## src/rtl/inst_mem_arbiter_pkg.sv

```systemverilog
// Shared constants and helpers for the instruction-memory arbiter.
// Holds the bus widths, memory enable encodings, arbitration mode and port
// encodings, and the address legality check used by the arbiter top.
package inst_mem_arbiter_pkg;

  localparam int INST_ADDR_W = 32;
  localparam int INST_DATA_W = 32;

  localparam logic [INST_DATA_W-1:0] ZERO_WORD = '0;

  localparam logic CHIP_ENABLE  = 1'b1;
  localparam logic CHIP_DISABLE = 1'b0;

  // Default implemented depth of the instruction memory, in words.
  localparam int unsigned INST_MEM_NUM = 131071;

  localparam logic ARB_FIXED       = 1'b0;
  localparam logic ARB_ROUND_ROBIN = 1'b1;
  localparam logic ARB_PORT0       = 1'b0;
  localparam logic ARB_PORT1       = 1'b1;

  // A byte address is legal when it is word aligned and falls inside the
  // implemented words. The compare is done at 34 bits so that words*4 cannot
  // wrap for large memories.
  function automatic logic addr_legal(input logic [INST_ADDR_W-1:0] addr,
                                      input int unsigned words);
    logic [33:0] lim;
    lim = {2'b00, words} << 2;
    return (addr[1:0] == 2'b00) && ({2'b00, addr} < lim);
  endfunction

endpackage

```

## src/rtl/inst_mem_arbiter_if.sv

```systemverilog
// One requester port of the instruction-memory arbiter.
//   req/addr      requester -> arbiter
//   gnt           arbiter -> requester, combinational acceptance
//   rvalid/rdata/err  arbiter -> requester, registered response
//
// Handshake: the requester raises req with a stable addr and holds both until
// it sees gnt=1 in a cycle; that cycle is the transfer. Exactly one cycle
// later rvalid pulses for one cycle with rdata (or err=1 and rdata=0 for an
// illegal address). There is no back-pressure on responses, and a new request
// may be presented in the same cycle the previous rvalid is high.
interface inst_mem_arbiter_if;
  import inst_mem_arbiter_pkg::*;

  logic                   req;
  logic [INST_ADDR_W-1:0] addr;
  logic                   gnt;
  logic                   rvalid;
  logic [INST_DATA_W-1:0] rdata;
  logic                   err;

  modport master (output req, addr, input gnt, rvalid, rdata, err);
  modport slave  (input req, addr, output gnt, rvalid, rdata, err);
endinterface

```

## src/rtl/inst_mem_arbiter_arb_pick2.sv

```systemverilog
// arb_pick2: pure combinational two-way winner select.
//   req[1:0]  requests, bit 0 = port 0, bit 1 = port 1
//   mode      ARB_FIXED or ARB_ROUND_ROBIN
//   force1    fixed mode: port 1 has starved and must win contention
//   rr_last   round-robin: port that won the most recent grant
//   gnt[1:0]  one-hot (or zero) grant
module arb_pick2
  import inst_mem_arbiter_pkg::*;
(
  input  logic [1:0] req,
  input  logic       mode,
  input  logic       force1,
  input  logic       rr_last,
  output logic [1:0] gnt
);

  always_comb begin
    gnt = 2'b00;
    case (req)
      2'b01: gnt = 2'b01;
      2'b10: gnt = 2'b10;
      2'b11: begin
        if (mode == ARB_FIXED) begin
          gnt = force1 ? 2'b10 : 2'b01;
        end else begin
          // Contention goes to the port that did not win last time.
          gnt = (rr_last == ARB_PORT0) ? 2'b10 : 2'b01;
        end
      end
      default: gnt = 2'b00;
    endcase
  end

endmodule

```

## src/rtl/inst_mem_arbiter.sv

```systemverilog
// inst_mem_arbiter: shares the single-port, combinational-read instruction
// memory between the IF-stage fetch (port 0) and a debug/loader reader
// (port 1). Grants are combinational; read data returns registered one cycle
// after the grant.
//   clk, rst   clock and asynchronous active-high reset
//   m0, m1     requester ports (slave side of inst_mem_arbiter_if)
//   mem_ce     memory chip enable, set only for a granted legal access
//   mem_addr   granted port's address, zero when nothing is granted
//   mem_inst   memory read data, combinational from mem_ce/mem_addr
module inst_mem_arbiter
  import inst_mem_arbiter_pkg::*;
#(
  parameter bit          ARB_MODE     = ARB_FIXED,
  parameter int unsigned STARVE_LIMIT = 4,
  parameter int unsigned MEM_WORDS    = INST_MEM_NUM
) (
  input  logic                   clk,
  input  logic                   rst,
  inst_mem_arbiter_if.slave      m0,
  inst_mem_arbiter_if.slave      m1,
  output logic                   mem_ce,
  output logic [INST_ADDR_W-1:0] mem_addr,
  input  logic [INST_DATA_W-1:0] mem_inst
);

  localparam logic [3:0] LIMIT = 4'(STARVE_LIMIT);

  logic [3:0]             starve_cnt;
  logic                   rr_last;
  logic [1:0]             req;
  logic [1:0]             gnt;
  logic                   force1;
  logic                   any_gnt;
  logic                   legal;
  logic [INST_ADDR_W-1:0] sel_addr;

  // While reset is high nothing may be granted, so requests are masked here.
  assign req    = rst ? 2'b00 : {m1.req, m0.req};
  assign force1 = m1.req && (starve_cnt == LIMIT);

  arb_pick2 u_pick (
    .req     (req),
    .mode    (ARB_MODE),
    .force1  (force1),
    .rr_last (rr_last),
    .gnt     (gnt)
  );

  assign m0.gnt   = gnt[0];
  assign m1.gnt   = gnt[1];
  assign any_gnt  = |gnt;
  assign sel_addr = gnt[1] ? m1.addr : m0.addr;
  assign legal    = addr_legal(sel_addr, MEM_WORDS);

  // An illegal grant still consumes the cycle but never enables the memory.
  assign mem_ce   = (any_gnt && legal) ? CHIP_ENABLE : CHIP_DISABLE;
  assign mem_addr = any_gnt ? sel_addr : ZERO_WORD;

  always_ff @(posedge clk or posedge rst) begin
    if (rst) begin
      m0.rvalid  <= 1'b0;
      m0.err     <= 1'b0;
      m0.rdata   <= ZERO_WORD;
      m1.rvalid  <= 1'b0;
      m1.err     <= 1'b0;
      m1.rdata   <= ZERO_WORD;
      starve_cnt <= '0;
      rr_last    <= ARB_PORT1;
    end else begin
      m0.rvalid <= gnt[0];
      m0.err    <= gnt[0] & ~legal;
      if (gnt[0]) begin
        m0.rdata <= legal ? mem_inst : ZERO_WORD;
      end
      m1.rvalid <= gnt[1];
      m1.err    <= gnt[1] & ~legal;
      if (gnt[1]) begin
        m1.rdata <= legal ? mem_inst : ZERO_WORD;
      end
      // Counts consecutive lost cycles of a waiting port 1, saturating.
      if (!m1.req || gnt[1]) begin
        starve_cnt <= '0;
      end else if (starve_cnt != LIMIT) begin
        starve_cnt <= starve_cnt + 4'd1;
      end
      if (any_gnt) begin
        rr_last <= gnt[1];
      end
    end
  end

endmodule
```

## src/flat_wrapper.sv

```systemverilog
// flat-port wrapper written by rule: the top's interface ports become plain ports
module inst_mem_arbiter_flat import inst_mem_arbiter_pkg::*;
#(
  parameter bit          ARB_MODE     = ARB_FIXED,
  parameter int unsigned STARVE_LIMIT = 4,
  parameter int unsigned MEM_WORDS    = INST_MEM_NUM
)
  (clk, rst, mem_ce, mem_addr, mem_inst, m0_req, m0_addr, m0_gnt, m0_rvalid, m0_rdata, m0_err, m1_req, m1_addr, m1_gnt, m1_rvalid, m1_rdata, m1_err);
  inst_mem_arbiter_if m0_i ();
  inst_mem_arbiter_if m1_i ();
  input  logic clk;
  input  logic rst;
  output logic mem_ce;
  output logic [INST_ADDR_W-1:0] mem_addr;
  input  logic [INST_DATA_W-1:0] mem_inst;
  input wire logic [$bits(m0_i.req)-1:0] m0_req;
  input wire logic [$bits(m0_i.addr)-1:0] m0_addr;
  output wire logic [$bits(m0_i.gnt)-1:0] m0_gnt;
  output wire logic [$bits(m0_i.rvalid)-1:0] m0_rvalid;
  output wire logic [$bits(m0_i.rdata)-1:0] m0_rdata;
  output wire logic [$bits(m0_i.err)-1:0] m0_err;
  input wire logic [$bits(m1_i.req)-1:0] m1_req;
  input wire logic [$bits(m1_i.addr)-1:0] m1_addr;
  output wire logic [$bits(m1_i.gnt)-1:0] m1_gnt;
  output wire logic [$bits(m1_i.rvalid)-1:0] m1_rvalid;
  output wire logic [$bits(m1_i.rdata)-1:0] m1_rdata;
  output wire logic [$bits(m1_i.err)-1:0] m1_err;
  assign m0_i.req = m0_req;
  assign m0_i.addr = m0_addr;
  assign m0_gnt = m0_i.gnt;
  assign m0_rvalid = m0_i.rvalid;
  assign m0_rdata = m0_i.rdata;
  assign m0_err = m0_i.err;
  assign m1_i.req = m1_req;
  assign m1_i.addr = m1_addr;
  assign m1_gnt = m1_i.gnt;
  assign m1_rvalid = m1_i.rvalid;
  assign m1_rdata = m1_i.rdata;
  assign m1_err = m1_i.err;
  inst_mem_arbiter #(.ARB_MODE(ARB_MODE), .STARVE_LIMIT(STARVE_LIMIT), .MEM_WORDS(MEM_WORDS)) u_core (.clk(clk), .rst(rst), .m0(m0_i), .m1(m1_i), .mem_ce(mem_ce), .mem_addr(mem_addr), .mem_inst(mem_inst));
endmodule
```

## config.mk

```make
export PLATFORM = sky130hd
export DESIGN_NAME = inst_mem_arbiter_flat
export DESIGN_NICKNAME = d
export VERILOG_FILES = /design/src/rtl/inst_mem_arbiter_pkg.sv /design/src/rtl/inst_mem_arbiter_if.sv /design/src/rtl/inst_mem_arbiter_arb_pick2.sv /design/src/rtl/inst_mem_arbiter.sv /design/src/flat_wrapper.sv
export SDC_FILE = /design/constraint.sdc
export NUM_CORES = 1
export LEC_CHECK = 0
export CAP_MARGIN = 15
export CORE_UTILIZATION = 37
export DETAILED_ROUTE_END_ITERATION = 16
export PLACE_DENSITY_LB_ADDON = 0.1
export SLEW_MARGIN = 30
export SYNTH_ARGS = -nofsm -noshare
export SYNTH_HDL_FRONTEND = slang
export SYNTH_HIERARCHICAL = 1
export SYNTH_SLANG_ARGS = --single-unit
```

## constraint.sdc

```tcl
create_clock -name clk -period 2.58 [get_ports clk]
set_clock_uncertainty 0.15 [all_clocks]
set_input_delay 0.387 -clock clk [delete_from_list [all_inputs] [get_ports clk]]
set_output_delay 0.387 -clock clk [all_outputs]
set_load 0.005 [all_outputs]
```

==> impl_metrics.py <==
metrics = {
    "status": {
        "status": "finished, violations left",
        "violations": "negative setup slack",
    },
    "global_routing": {
        "gr-usage-all-layers_pct": 31.4,
        "antenna_found_initial": 0,
        "grt_start_max_net_pins": 67,
        "globalRoute.totalOverflow": 0,
        "grt_pass1_vias": 4968,
        "grt_pass1_wl_microns": 27700,
    },
    "drt": {
        "drcViolationCount": 0,
        "drt-wirelength-per-cell_microns": 22.7,
        "dr.max_layer_used": "met4",
        "wl_met3_microns": 1440,
        "drt.antenna.violating_nets": 0,
        "wirelength_met1_microns": 7480,
        "vias": 4848,
        "dr.pass1.iters": 5,
        "wl_microns": 19000,
        "routed_via_density": 5.81,
        "drt_iter0_drc": 315,
        "wl_met2_microns": 9420,
    },
    "setup_path": {
        "crit_path_end_kind": "flop",
        "cpPeakStageDelay_ps": 490,
        "crit_end": "u_core/m1.rdata[24]$_DFFE_PP0P_",
        "reg2reg_from": "u_core/starve_cnt[0]$_DFFE_PP0P_",
        "reg2reg_to": "u_core/m1.rdata[24]$_DFFE_PP0P_",
        "crit_arrival_ps": 3260,
        "cp_top_family": "simple AND/OR/NAND/NOR gates",
        "crit_type": "flop to flop",
        "crit_required_ps": 2640,
        "r2r_cells": 15,
        "cp.buffers_inverters": 6,
        "crit_start": "u_core/starve_cnt[0]$_DFFE_PP0P_",
        "critPathSlowestCell": "or4b_4",
        "crit_path_max_fanout": 8,
        "setup.worst_path.start_class": "flop",
        "path_common_cell": "inv_1",
        "critical_path_depth": 15,
        "rrSetupSlack_ps": -620,
        "path_cells": "inv_1 -> ha_4 -> nand3b_1 -> nor2_1 -> inv_1 -> mux2i_2 -> o21a_4 -> or4b_4 -> o41ai_4 -> buf_4 -> buf_6 -> buf_8 -> buf_12 -> nand4_1 -> o32ai_2",
    },
    "clock_tree": {
        "clkTransAtPathRegs_ps": 60,
        "clock-sinks": 73,
        "tritoncts": "yes",
        "worstSkewPairLatency_ps": 320,
        "cts.path.max_buffers": 2,
        "hold_buffers": 0,
        "htreeDepth": 3,
        "cts_root_buffer": "clkbuf_16",
        "cts-buffers-inserted": 9,
    },
    "pwr": {
        "p_leak_nw": 3.17,
        "ir_worst_vdd_mv": 0.402,
        "power.total_mw": 3.22,
        "power_density_nw_per_um2": 394,
    },
    "hold_path": {
        "hold_class": "flop to flop",
    },
    "timing": {
        "tns_ps": -41660,
        "grt_setup_unrepaired": "true",
        "finalCriticalPeriod_ps": 3200,
        "timing.final.ws_setup_ps": -622,
        "maxSlewViolCount": 0,
        "fmax_ghz": 0.312,
        "timing_worst_slew_pin_value_ps": 827,
        "relSlewSlack_pct": 44.9,
        "finalHoldViolations": 0,
        "finalSetupViolCount": 100,
        "fin_crit_sh_pct": 124,
    },
    "logic_synthesis": {
        "synthCells": 415,
        "ys_types": 37,
        "seq_area_frac_synth_pct": 43.1,
        "syn-mean-instance-area_sq_um": 10.2,
        "synth-seq-cells": 73,
        "synthesis.nets": 517,
        "ys_warn_count": 6,
        "synth.cell_area_sq_um": 4240,
    },
    "finish": {
        "final_cell_mix": "clkdlybuf4s50_1, dfrtp_1, nand4_1, inv_1, o32ai_2",
        "fillers": 777,
        "num_antenna_cells": 0,
        "final_common_cell": "clkdlybuf4s50_1",
        "drive_gt1_share_pct": 35.5,
        "utilization_pct": 74.3,
        "finalNetCount": 793,
        "area_growth_syn_to_layout_pct": 92.4,
    },
    "place": {
        "numPortBuffers": 202,
        "dp_hpwl_microns": 10300,
        "gp_congestion": 0.936,
    },
    "floorplanning": {
        "core_area_sq_um": 11000,
        "die-height_microns": 109,
        "die_x_microns": 109,
        "die_area_sq_um": 11900,
        "rows": 38,
        "initial_core_util_pct": 38.6,
        "pin_count": 203,
    },
    "job": {
        "cap_violations": 0,
    },
}
[Yosys cell counts (all sizes together)]
cell type | number | area (sq um)
and4 | 1 | 8.76
a22oi | 1 | 7.51
dfrtp | 72 | 1800
a21o | 1 | 7.51
o31a | 2 | 17.5
a31oi | 1 | 6.26
o21a | 1 | 7.51
xnor2 | 2 | 17.5
o41ai | 1 | 16.3
or4 | 2 | 15.0
dfstp | 1 | 26.3
nand4 | 71 | 444
buf | 28 | 203
nor3 | 3 | 15.0
nand3 | 2 | 10.0
ha | 2 | 25.0
o22ai | 3 | 18.8
o32ai | 64 | 786
conb | 1 | 3.75
a22o | 33 | 289
nand2 | 1 | 3.75
nand3b | 2 | 15.0
clkbuf | 24 | 90.1
a21oi | 4 | 20.0
nor4 | 4 | 31.3
nand4b | 1 | 8.76
nand2b | 1 | 6.26
nor2 | 9 | 33.8
mux2i | 1 | 10.0
or4b | 1 | 10.0
nor2b | 1 | 6.26
inv | 74 | 278
[worst reg2reg max path, delay by kind of cell, from the launching register on]
family | cells | cell delay (ps)
AND/OR/NAND/NOR | 4 | 900
AO/OA/AOI/OAI | 3 | 610
adder cells (fa/ha/maj) | 1 | 130
flip-flops | 1 | 370
buffers and inverters | 6 | 720
multiplexers | 1 | 200
[timing repair]
| action | in CTS | in global routing |
|---|---|---|
| setup endpoints to repair | 101 | 104 |
| pin swaps | 39 | 38 |
| gates resized for setup | 215 | 39 |
| cloned | 16 | 1 |
| buffers inserted | 43 | 25 |
[sequential cells by signal, indices dropped and copies added (netlist names)]
signal and count:
u_core/m0.err 1, u_core/rr_last 1, u_core/m1.err 1, u_core/starve_cnt 4
u_core/m1.rdata 32, u_core/m0.rdata 32, u_core/m1.rvalid 1, u_core/m0.rvalid 1
[power breakdown]
| part | internal (mW) | switching, mW |
|---|---|---|
| sequential | 1.16 | 0.00599 |
| clock | 0.872 | 0.477 |
| combinational | 0.402 | 0.301 |
| total | 2.43 | 0.783 |
[area by class of cell]
| type | count | area [sq um] | area share [%] |
|---|---|---|---|
| repair buffers | 317 | 3350 | 41.0 |
| multi-input cells | 216 | 2210 | 27.1 |
| flip-flops and latches | 73 | 1830 | 22.4 |
| inverters | 74 | 279 | 3.42 |
| clock buffers | 11 | 243 | 2.98 |
| well taps | 140 | 175 | 2.15 |
| clock inverters | 4 | 76.3 | 0.936 |
[metal layers]
metal / vias up / GRT usage, %
li1: 2155 / -
met1: 2410 / 38.3
met2: 243 / 52.6
met3: 40 / 8.07
met4: 0 / 12.7
met5: - / 0
[how the worst min path moves through the flow]
stage | from | end | slack, ps | cells after the start
2_1_floorplan | u_core/starve_cnt[3]$_DFFE_PP0P_ | u_core/starve_cnt[3]$_DFFE_PP0P_ | 350 | 2
3_3_place_gp | u_core/m0.rdata[28]$_DFFE_PP0P_ | u_core/m0.rdata[28]$_DFFE_PP0P_ | 350 | 2
3_5_place_dp | u_core/m0.rdata[28]$_DFFE_PP0P_ | u_core/m0.rdata[28]$_DFFE_PP0P_ | 350 | 2
4_1_cts | u_core/m1.rdata[0]$_DFFE_PP0P_ | u_core/m1.rdata[0]$_DFFE_PP0P_ | 380 | 2
5_1_grt | u_core/m1.rdata[0]$_DFFE_PP0P_ | u_core/m1.rdata[0]$_DFFE_PP0P_ | 390 | 2
6_report | u_core/m0.rdata[28]$_DFFE_PP0P_ | u_core/m0.rdata[28]$_DFFE_PP0P_ | 370 | 2
[cells by family after synthesis]
group | share of synthesized area [%]
and+or+nand+nor | 14.3
muxes | 0.236
adders and majority gates | 0.590
DFF | 43.1
AOI/OAI and AO/OA | 27.7
buffers and inverters | 13.5
xor gates and xnor gates | 0.413
other | 0.0885
[stage by stage]
step                      hold WS, ps  cells  instance area (sq um)  worst slack [ps]
after floorplan                   347    415                   4280              -260
after global placement            348    758                   6660              -823
after detailed placement          355    758                   6660              -856
after CTS                         376    832                   8090              -580
after global routing              390    835                   8160              -719
final                             371    835                   8160              -622
Note: power is estimated with default switching activity, not from simulation.
